**src/rtl/alu_pkg.sv**
```systemverilog
// Shared ALU definitions: control codes used by ALU control, the ALU and
// the multi-cycle mul/div sequencer, plus the sequencer state encoding.
package alu_pkg;

  localparam logic [3:0] ALU_AND = 4'd0;
  localparam logic [3:0] ALU_OR  = 4'd1;
  localparam logic [3:0] ALU_ADD = 4'd2;
  localparam logic [3:0] ALU_NOP = 4'd3;
  localparam logic [3:0] ALU_DIV = 4'd4;
  localparam logic [3:0] ALU_MUL = 4'd5;
  localparam logic [3:0] ALU_SUB = 4'd6;
  localparam logic [3:0] ALU_SLT = 4'd7;
  localparam logic [3:0] ALU_SLL = 4'd8;
  localparam logic [3:0] ALU_SRL = 4'd9;
  localparam logic [3:0] ALU_XOR = 4'd10;
  localparam logic [3:0] ALU_NOR = 4'd11;
  localparam logic [3:0] ALU_SRA = 4'd12;

  typedef enum logic [1:0] {
    ST_IDLE = 2'd0,
    ST_MUL  = 2'd1,
    ST_DIV  = 2'd2,
    ST_DONE = 2'd3
  } seq_state_e;

endpackage

```
**src/rtl/muldiv_datapath.sv**
```systemverilog
// Shift registers and shared adder/subtractor for iterative unsigned
// shift-add multiply and restoring divide, plus the HI/LO result registers.
module muldiv_datapath import alu_pkg::*; #(
  parameter int WIDTH = 32
) (
  input  logic             clk,
  input  logic             rst_n,
  input  logic             load_i,
  input  logic             step_i,
  input  logic             op_is_div_i,
  input  logic             commit_i,
  input  logic             dbz_i,
  input  logic [WIDTH-1:0] op_a_i,
  input  logic [WIDTH-1:0] op_b_i,
  output logic [WIDTH-1:0] result_hi_o,
  output logic [WIDTH-1:0] result_lo_o
);

  // opnd_q holds the multiplicand or divisor; hi_q/lo_q form the
  // accumulator+multiplier pair for mul and the remainder+quotient for div.
  logic [WIDTH-1:0] opnd_q, opnd_d;
  logic [WIDTH-1:0] hi_q, hi_d;
  logic [WIDTH-1:0] lo_q, lo_d;
  logic [WIDTH-1:0] res_hi_q, res_hi_d;
  logic [WIDTH-1:0] res_lo_q, res_lo_d;

  logic [WIDTH:0]   rem_shift;
  logic [WIDTH:0]   add_x, add_y;
  logic             add_cin;
  logic [WIDTH+1:0] add_sum;
  logic [WIDTH:0]   mul_acc;
  logic             div_ge;
  logic [WIDTH-1:0] hi_step, lo_step;

  // Division subtracts via x + ~y + 1; the carry out means "no borrow".
  always_comb begin
    rem_shift = {hi_q, lo_q[WIDTH-1]};
    if (op_is_div_i) begin
      add_x   = rem_shift;
      add_y   = ~{1'b0, opnd_q};
      add_cin = 1'b1;
    end else begin
      add_x   = {1'b0, hi_q};
      add_y   = {1'b0, opnd_q};
      add_cin = 1'b0;
    end
    add_sum = {1'b0, add_x} + {1'b0, add_y} + {{(WIDTH+1){1'b0}}, add_cin};

    div_ge  = add_sum[WIDTH+1];
    mul_acc = lo_q[0] ? add_sum[WIDTH:0] : {1'b0, hi_q};

    if (op_is_div_i) begin
      hi_step = div_ge ? add_sum[WIDTH-1:0] : rem_shift[WIDTH-1:0];
      lo_step = {lo_q[WIDTH-2:0], div_ge};
    end else begin
      hi_step = mul_acc[WIDTH:1];
      lo_step = {mul_acc[0], lo_q[WIDTH-1:1]};
    end
  end

  always_comb begin
    opnd_d   = opnd_q;
    hi_d     = hi_q;
    lo_d     = lo_q;
    res_hi_d = res_hi_q;
    res_lo_d = res_lo_q;
    if (load_i) begin
      opnd_d = op_is_div_i ? op_b_i : op_a_i;
      hi_d   = '0;
      lo_d   = op_is_div_i ? op_a_i : op_b_i;
    end else if (step_i) begin
      hi_d = hi_step;
      lo_d = lo_step;
    end
    if (commit_i) begin
      if (dbz_i) begin
        res_hi_d = op_a_i;
        res_lo_d = '1;
      end else begin
        res_hi_d = hi_step;
        res_lo_d = lo_step;
      end
    end
  end

  always_ff @(posedge clk or negedge rst_n) begin
    if (!rst_n) begin
      opnd_q   <= '0;
      hi_q     <= '0;
      lo_q     <= '0;
      res_hi_q <= '0;
      res_lo_q <= '0;
    end else begin
      opnd_q   <= opnd_d;
      hi_q     <= hi_d;
      lo_q     <= lo_d;
      res_hi_q <= res_hi_d;
      res_lo_q <= res_lo_d;
    end
  end

  assign result_hi_o = res_hi_q;
  assign result_lo_o = res_lo_q;

endmodule

```
**src/rtl/muldiv_sequencer.sv**
```systemverilog
// Multi-cycle MUL/DIV controller beside the EX-stage ALU: accepts a request,
// stalls the pipeline for WIDTH iterations and presents a HI/LO result.
module muldiv_sequencer import alu_pkg::*; #(
  parameter int WIDTH = 32,
  parameter int CNT_W = 6
) (
  input  logic             clk,
  input  logic             rst_n,
  input  logic             start_i,
  input  logic [3:0]       alu_ctrl_i,
  input  logic [WIDTH-1:0] op_a_i,
  input  logic [WIDTH-1:0] op_b_i,
  input  logic             flush_i,
  output logic             stall_o,
  output logic             busy_o,
  output logic             done_o,
  output logic [WIDTH-1:0] result_hi_o,
  output logic [WIDTH-1:0] result_lo_o,
  output logic             div_by_zero_o
);

  seq_state_e       state_q, state_d;
  logic [CNT_W-1:0] cnt_q, cnt_d;
  logic             busy_q, busy_d;
  logic             done_q, done_d;
  logic             dbz_q, dbz_d;

  logic is_mul_code, is_div_code, accept, last_iter, b_is_zero;
  logic dp_load, dp_step, dp_commit, dp_dbz, dp_op_is_div;

  assign is_mul_code = (alu_ctrl_i == ALU_MUL);
  assign is_div_code = (alu_ctrl_i == ALU_DIV);
  assign b_is_zero   = (op_b_i == '0);
  assign accept      = ((state_q == ST_IDLE) || (state_q == ST_DONE)) && start_i &&
                       (is_mul_code || is_div_code) && !flush_i;
  assign last_iter   = (cnt_q == CNT_W'(WIDTH-1));

  // A divide by zero skips iteration entirely and completes on the accept edge.
  always_comb begin
    state_d   = state_q;
    cnt_d     = cnt_q;
    dbz_d     = dbz_q;
    dp_load   = 1'b0;
    dp_step   = 1'b0;
    dp_commit = 1'b0;
    dp_dbz    = 1'b0;
    case (state_q)
      ST_IDLE, ST_DONE: begin
        state_d = ST_IDLE;
        if (accept) begin
          dp_load = 1'b1;
          cnt_d   = '0;
          dbz_d   = 1'b0;
          if (is_div_code && b_is_zero) begin
            state_d   = ST_DONE;
            dbz_d     = 1'b1;
            dp_commit = 1'b1;
            dp_dbz    = 1'b1;
          end else begin
            state_d = is_div_code ? ST_DIV : ST_MUL;
          end
        end
      end
      ST_MUL, ST_DIV: begin
        if (flush_i) begin
          state_d = ST_IDLE;
        end else begin
          dp_step = 1'b1;
          cnt_d   = cnt_q + CNT_W'(1);
          if (last_iter) begin
            dp_commit = 1'b1;
            state_d   = ST_DONE;
          end
        end
      end
      default: state_d = ST_IDLE;
    endcase
    busy_d       = (state_d == ST_MUL) || (state_d == ST_DIV);
    done_d       = (state_d == ST_DONE);
    dp_op_is_div = accept ? is_div_code : (state_q == ST_DIV);
  end

  always_ff @(posedge clk or negedge rst_n) begin
    if (!rst_n) begin
      state_q <= ST_IDLE;
      cnt_q   <= '0;
      busy_q  <= 1'b0;
      done_q  <= 1'b0;
      dbz_q   <= 1'b0;
    end else begin
      state_q <= state_d;
      cnt_q   <= cnt_d;
      busy_q  <= busy_d;
      done_q  <= done_d;
      dbz_q   <= dbz_d;
    end
  end

  muldiv_datapath #(.WIDTH(WIDTH)) u_datapath (
    .clk         (clk),
    .rst_n       (rst_n),
    .load_i      (dp_load),
    .step_i      (dp_step),
    .op_is_div_i (dp_op_is_div),
    .commit_i    (dp_commit),
    .dbz_i       (dp_dbz),
    .op_a_i      (op_a_i),
    .op_b_i      (op_b_i),
    .result_hi_o (result_hi_o),
    .result_lo_o (result_lo_o)
  );

  assign stall_o       = accept || (state_q == ST_MUL) || (state_q == ST_DIV);
  assign busy_o        = busy_q;
  assign done_o        = done_q;
  assign div_by_zero_o = dbz_q;

endmodule

```
**config.mk**
```make
export PLATFORM = sky130hd
export DESIGN_NAME = muldiv_sequencer
export DESIGN_NICKNAME = d
export VERILOG_FILES = /design/src/rtl/alu_pkg.sv /design/src/rtl/muldiv_datapath.sv /design/src/rtl/muldiv_sequencer.sv
export SDC_FILE = /design/constraint.sdc
export NUM_CORES = 1
export LEC_CHECK = 0
export ABC_AREA = 1
export CAP_MARGIN = 10
export CORE_UTILIZATION = 45
export DETAILED_ROUTE_END_ITERATION = 10
export PLACE_DENSITY = 0.73
export SYNTH_ARGS = -nofsm -noshare
export SYNTH_HDL_FRONTEND = slang
export SYNTH_SLANG_ARGS = --single-unit
```
**constraint.sdc**
```tcl
create_clock -name clk -period 6 [get_ports clk]
set_clock_uncertainty 0.2 [all_clocks]
set_input_delay 1.5 -clock clk [delete_from_list [all_inputs] [get_ports clk]]
set_output_delay 1.5 -clock clk [all_outputs]
set_load 0.03 [all_outputs]
```
# Yosys cells after proc, flatten, opt, wreduce, memory -nomap -nowiden
# Index checks and enable logic that the tools add are counted.
[word_totals]
wordCells = 77
out_inout_bits = 68
inputBits = 72
register_bits = 171
[op_classes]
n_addsub = 3
bitwise = 1
n_eq_ne = 11
n_reduce_logical = 17
muxes = 35
[op_table]
columns = ["op", "count"]
rows = [
  ["two-way mux 32 bit", 11],
  ["two-way mux 33 bit", 3],
  ["adder 33 x 33 -> 34 bit", 1],
  ["adder 34 x 1 -> 34 bit", 1],
  ["NOT 32 -> 33 bit", 1],
  ["zero test 32 bit", 1],
  ["two-way mux 6 bit", 2],
  ["one-hot mux 6 bit (2 select lines)", 1],
  ["two-way mux 1 bit", 11],
  ["two-way mux 2 bit", 5],
  ["equality test 2 bit (second input constant)", 4],
  ["equality test 4 x 3 -> 1 bit (second input constant)", 2],
  ["adder 6 x 1 -> 6 bit (second input constant)", 1],
  ["equality test 6 x 5 -> 1 bit (second input constant)", 1],
  ["logical OR 1 bit", 5],
  ["equality test 2 x 1 -> 1 bit (second input constant)", 2],
  ["logical AND 1 bit", 4],
  ["inequality test 2 bit (second input constant)", 2],
  ["one-hot mux 2 bit (2 select lines)", 1],
  ["AND reduction 2 bit", 2],
  ["OR reduction 2 bit", 2],
  ["zero test 2 bit", 1],
  ["one-hot mux 1 bit (2 select lines)", 1],
  ["nonzero test 2 bit", 1],
  ["zero test 1 bit", 1],
]

# Longest topological paths before layout
[depth]
ltp_word = 13
depth_mapped = 32
ltp_nobuf = 30

# Modules after synthesis
# A second synthesis with hierarchy kept.
[hier_totals]
cells_unflattened = 1712
area_unflattened_um2 = 11634.9
[by_module_without_submodules]
columns = ["module", "area_each_um2", "instances", "seq_area_each_um2", "cells_each"]
rows = [
  ["muldiv_datapath", 10935.5, 1, 4003.8, 1614],
  ["muldiv_sequencer", 699.4, 1, 275.3, 98],
]

# Worst setup path before layout
# No wires, ideal clock.
[synth_timing]
kind = "input -> register"
from = "input port alu_ctrl_i[1]"
to = "register u_datapath.hi_q[18]"
setup_ps = 131
path_buffers = 4
slack_ps = 994
t_arrival_ps = 4675
cell_stages = 23
cell_sequence = "inv_1 nand2_1 nor2_1 nand3_1 nand2_1 buf_2 clkbuf_1 buf_1 xnor2_1 ha_1 a21oi_1 o21a_1 inv_1 a21oi_1 nor2_1 nor2_1 a21boi_2 buf_2 o21ai_0 nand2_1 nand2_1 nand2_1 o21ai_0"
[synth_via]
elab_chain_len = 12
[synth_rtl]
columns = ["element", "line_no", "source"]
rows = [
  ["start: declaration", "muldiv_sequencer.sv:10", "input logic [3:0] alu_ctrl_i,"],
  ["equality test 4 x 3 -> 1 bit (on tied branches)", "muldiv_sequencer.sv:31, muldiv_sequencer.sv:32", ""],
  ["logical OR 1 bit", "muldiv_sequencer.sv:35", "(is_mul_code || is_div_code) && !flush_i;"],
  ["logical AND 1 bit", "muldiv_sequencer.sv:34", "assign accept = ((state_q == ST_IDLE) || (state_q == ST_DONE)) && start_i &&"],
  ["logical AND 1 bit", "muldiv_sequencer.sv:35", ""],
  ["two-way mux 1 bit", "muldiv_sequencer.sv:80", "dp_op_is_div = accept ? is_div_code : (state_q == ST_DIV);"],
  ["two-way mux 33 bit", "muldiv_datapath.sv:38", "if (op_is_div_i) begin"],
  ["adder 33 x 33 -> 34 bit", "muldiv_datapath.sv:47", "add_sum = {1'b0, add_x} + {1'b0, add_y} + {{(WIDTH+1){1'b0}}, add_cin};"],
  ["adder 34 x 1 -> 34 bit", "muldiv_datapath.sv:47", ""],
  ["two-way mux 33 bit / two-way mux 32 bit (equally long branches)", "muldiv_datapath.sv:50, muldiv_datapath.sv:53", ""],
  ["two-way mux 32 bit", "muldiv_datapath.sv:52", "if (op_is_div_i) begin"],
  ["two-way mux 32 bit", "muldiv_datapath.sv:71", "end else if (step_i) begin"],
  ["two-way mux 32 bit", "muldiv_datapath.sv:67", "if (load_i) begin"],
  ["end signal: assignment", "muldiv_datapath.sv:95", "hi_q <= hi_d;"],
  ["end: declaration", "muldiv_datapath.sv:22", "logic [WIDTH-1:0] hi_q, hi_d;"],
]
# Parallel ways exist; a longest one is shown, timed or not. The select of a mux whose other input is x is not followed.
# A chain may end at the register's enable or synchronous reset.

# Final worst setup path
[layout_timing]
from = "input port alu_ctrl_i[2]"
to = "register u_datapath.res_hi_q[20], in the netlist u_datapath.result_hi_o[20]"
[layout_via]
elab_chain_len = 11
[layout_rtl]
columns = ["element", "line_no", "source"]
rows = [
  ["equality test 4 x 3 -> 1 bit (on tied branches)", "muldiv_sequencer.sv:31, muldiv_sequencer.sv:32", ""],
  ["logical OR 1 bit", "muldiv_sequencer.sv:35", ""],
  ["logical AND 1 bit", "muldiv_sequencer.sv:34", ""],
  ["logical AND 1 bit", "muldiv_sequencer.sv:35", ""],
  ["two-way mux 1 bit", "muldiv_sequencer.sv:80", ""],
  ["two-way mux 33 bit", "muldiv_datapath.sv:38", ""],
  ["adder 33 x 33 -> 34 bit", "muldiv_datapath.sv:47", ""],
  ["adder 34 x 1 -> 34 bit", "muldiv_datapath.sv:47", ""],
  ["two-way mux 33 bit / two-way mux 32 bit (equally long branches)", "muldiv_datapath.sv:50, muldiv_datapath.sv:53", ""],
  ["two-way mux 32 bit", "muldiv_datapath.sv:52", ""],
  ["two-way mux 32 bit", "muldiv_datapath.sv:76", "if (dbz_i) begin"],
  ["end signal: assignment", "muldiv_datapath.sv:97", "res_hi_q <= res_hi_d;"],
  ["end: declaration", "muldiv_datapath.sv:24", "logic [WIDTH-1:0] res_hi_q, res_hi_d;"],
]
# Parallel ways exist; a longest one is shown, timed or not.

==> reports/qor.tcl <==
set qor(outcome) {completed}
set qor(number_of_buffers_created_by_cts) 17
set qor(globalRouteMet3Util_pct) 4.10
set qor(num-fill-cells) 2324
set qor(slew_viol_final) 0
set qor(yosys-top-cells-count) {375 x sky130_fd_sc_hd__nand2_1, 171 x sky130_fd_sc_hd__dfrtp_1, 161 x sky130_fd_sc_hd__inv_1}
set qor(total_power_mw) 4.50
set qor(routed-via-count) 11500
set qor(totalWireLength_mm) 36.1
set qor(fmax_ghz) 0.181
set qor(mappedNetlistArea_um2) 11200
set qor(worst_ir_drop_vdd_mv) 0.177
set qor(crit_path_end_kind) {flip-flop}
set qor(clkSinkCount) 171
set qor(avgSynthCellArea_um2) 7.23
set qor(finished_layout_cells) 1993
set qor(die-height_um) 160
set qor(final_area_um2) 13500
set qor(final_layout_setup_total_negative_slack_ns) 0
set qor(report.final.hold_viol_count) 0
set qor(dr.pass1.iters) 7
set qor(rows) 57
set qor(die_footprint_um2) 25600
set qor(rsz_0062_raised_after_global_routing) {no}
set qor(cts-root-buf) {sky130_fd_sc_hd__clkbuf_16}
set qor(cap_viol_max_count) 0
set qor(layout_worst_path_cycle_share_pct) 91.9
set qor(r2r_start) {state_q[0]$_DFF_PN0_}
set qor(ios) 140
set qor(global_route.usage.met2_pct) 43.8
set qor(hold_start) {u_datapath.hi_q[12]$_DFFE_PN0P_}
set qor(cts.reportedPaths.clkPinSlew_ns) 0.07
set qor(postCtsSetupRepairBufs) 0
set qor(arrival_ns) 5.63
set qor(final_core_utilization_pct) 55.5
set qor(cts_resized) 0
set qor(routedWlPerCell_um) 18.1
set qor(netSwitchingFraction_pct) 41.3
set qor(p_int_mw) 2.64
set qor(wire_length_of_the_first_global_routing_pass_mm) 58.0
set qor(pin_count_of_the_biggest_net_entering_global_routing) 96
set qor(pwr-share-comb_pct) 42.3
set qor(whs_ns) 0.285
set qor(yosys_most_used_dff) {sky130_fd_sc_hd__dfrtp_1}
set qor(drt_drc_violations_left) 0
set qor(initial_core_util_pct) 46.1
set qor(synth_enable_flop_cells) 0
set qor(power.switching_mw) 1.86
set qor(yosysWarnings) 0
set qor(gp_congestion) 0.955
set qor(via_per_inst) 5.77
set qor(beginning_of_the_critical_path) {alu_ctrl_i[2]}
set qor(postSynthNetCount) 1663
set qor(yosysUniqueCellTypes) 51
set qor(syn-instance-count) 1555
set qor(flow.area_growth_from_synthesis_pct) 20.4
set qor(placedCellCount) 1962
set qor(antenna_found_initial) 0
set qor(period_needed_ns) 5.51
set qor(yosys-top-cells-area) {sky130_fd_sc_hd__dfrtp_1 38%, sky130_fd_sc_hd__nand2_1 13%, sky130_fd_sc_hd__o21ai_0 6.8%}
set qor(hpwlAfterDp_mm) 26.3
set qor(path_cells) {clkdlybuf4s50_1 > inv_1 > nor2_1 > nand3_2 > nand2_2 > nand2_4 > inv_2 > buf_12 > buf_4 > o21bai_1 > ha_1 > a21oi_1 > o21ai_0 > a21oi_1 > nor2_1 > nor2_1 > a21boi_2 > buf_4 > o21ai_0 > o21ai_1 > nand2_1 > nand2_1 > nand2_1}
set qor(count_of_antenna_violating_nets_left_after_detailed_routing) 0
set qor(critical_path_slowest_stage_cell) {sky130_fd_sc_hd__clkdlybuf4s50_1}
set qor(wp_data_required_ns) 6.12
set qor(holdBufCountCts) 0
set qor(setup-violations-final) 0
set qor(synth.largest_area_cell) {sky130_fd_sc_hd__dfrtp_1}
set qor(final_antenna_diode_count) 0
set qor(largest_incremental_delay_on_the_critical_path_ns) 0.51
set qor(global_route.usage.total_pct) 28.4
set qor(grt_pass1_vias) 10800
set qor(drt_iter0_drc) 1032
set qor(min_path_type) {flip-flop to flip-flop}
set qor(cts_tree) {built}
set qor(yosysMostFrequentCell) {sky130_fd_sc_hd__nand2_1}
set qor(grt.overflow.total) 0
set qor(asyncSetResetFlopFracSynth_pct) 100
set qor(timing.critical_path.from_type) {input port}
set qor(gr-max-usage-layer) {met2}
set qor(place.port_buffers) 139
set qor(standard_cell_area_after_detailed_placement_um2) 12900
set qor(cts_buffer_depth) 2
set qor(core_area_um2) 24400
set qor(timing_worst_slew_pin_value_ns) 0.907
set qor(pwrdens_nw_per_um2) 333
set qor(finalNetCount) 1765
set qor(grt_use_met1_pct) 41.3
set qor(cp_num_buf_inv) 6
set qor(path_max_fanout) 41
set qor(path_class) {input port to flip-flop}
set qor(dp_slack_ns) 0.155
set qor(synth.ff_latch_count) 171
set qor(flop_pwr_share_pct) 32.6
set qor(drive_gt1_share_pct) 5.69
set qor(cts-htree-levels) 4
set qor(synth_largest_type_area_fraction_pct) 38.0
set qor(timing.max_slew.rel_slack_pct) 39.6
set qor(power.share.clock_pct) 25.0
set qor(die_x_um) 160
set qor(synth.yosys.seq_area_share_pct) 38.0
set qor(final_setup_margin_ns) 0.487
set qor(static-leakage-power_nw) 6.40
set qor(crit_family) {buffers and inverters}
set qor(insertion_delay_ns) 0.44
metal layers:
metal	up-vias	wire [µm]	share of wire, %
met4	0	827	2.3
met5	-	0	0
met2	523	15900	44
met1	5493	16500	46
li1	5408	-	-
met3	66	2840	7.9
final cells by class:
type	count	area (µm²)	area share (%)
sequential	171	4280	31.6
inverter	167	627	4.63
timing repair buffer	167	1640	12.1
tap	324	405	2.99
clock inverter	14	174	1.28
clock buffer	17	425	3.14
multi-input combinational	1133	5990	44.2
worst paths after layout:
| path | endpoint | slack, ns | cells after the start |
|---|---|---|---|
| max in group asynchronous | u_datapath.lo_q[15]$_DFFE_PN0P_ | 3.53 | 2 |
| max | u_datapath.result_hi_o[20]$_DFFE_PN0P_ | 0.49 | 23 |
| max reg2reg | u_datapath.result_hi_o[20]$_DFFE_PN0P_ | 1.28 | 24 |
| min | u_datapath.hi_q[12]$_DFFE_PN0P_ | 0.29 | 2 |
| min reg2reg | u_datapath.hi_q[12]$_DFFE_PN0P_ | 0.29 | 2 |
| min in group asynchronous | u_datapath.result_lo_o[4]$_DFFE_PN0P_ | 0.94 | 1 |
cell families after synthesis:
logic type | after synthesis | synth area share [%]
buf+inv | 251 | 8.82
xor+xnor | 52 | 4.05
fa+ha+maj | 36 | 4.07
compound gates | 443 | 22.5
simple gates | 601 | 22.4
flops | 171 | 38.0
mux | 1 | 0.100
state kept, by name, indices dropped and copies added (netlist names), 2 cells and up:
name,flops
u_datapath.result_lo_o,32
u_datapath.hi_q,32
cnt_q,6
state_q,2
u_datapath.result_hi_o,32
u_datapath.opnd_q,32
u_datapath.lo_q,32
placed cells by master (no fill, tap or decap), types with 14 or more instances in the layout:
master	Yosys	layout
sky130_fd_sc_hd__a21oi_1	113	113
sky130_fd_sc_hd__a31oi_1	34	34
sky130_fd_sc_hd__buf_4	2	25
sky130_fd_sc_hd__clkbuf_16	0	17
sky130_fd_sc_hd__clkdlybuf4s50_1	0	138
sky130_fd_sc_hd__dfrtp_1	171	171
sky130_fd_sc_hd__ha_1	35	35
sky130_fd_sc_hd__inv_1	161	161
sky130_fd_sc_hd__nand2_1	375	374
sky130_fd_sc_hd__nand3_1	44	44
sky130_fd_sc_hd__nor2_1	123	122
sky130_fd_sc_hd__o21ai_0	153	153
sky130_fd_sc_hd__o21ai_1	32	32
sky130_fd_sc_hd__o221ai_1	29	29
sky130_fd_sc_hd__o22ai_1	42	42
sky130_fd_sc_hd__xnor2_1	38	38
sky130_fd_sc_hd__xor2_1	14	14
worst reg2reg max path, delay by kind of cell, from the launching register on:
| family | cells | cell delay (ns) |
|---|---|---|
| compound gates | 7 | 1.22 |
| fa+ha+maj | 2 | 0.70 |
| buf+inv | 6 | 1.03 |
| flops | 1 | 0.36 |
| simple gates | 9 | 1.10 |
power by group through the flow:
stage               clock network, mW  registers (mW)  logic, mW
CTS                              1.13            1.46       1.88
finish                           1.13            1.47       1.91
detailed placement                  0            1.48       1.86
global placement                    0            1.48       1.85
floorplan                           0            1.44       1.38
global route                     1.19            1.48       2.14
Power figures use the tool's default switching activity.
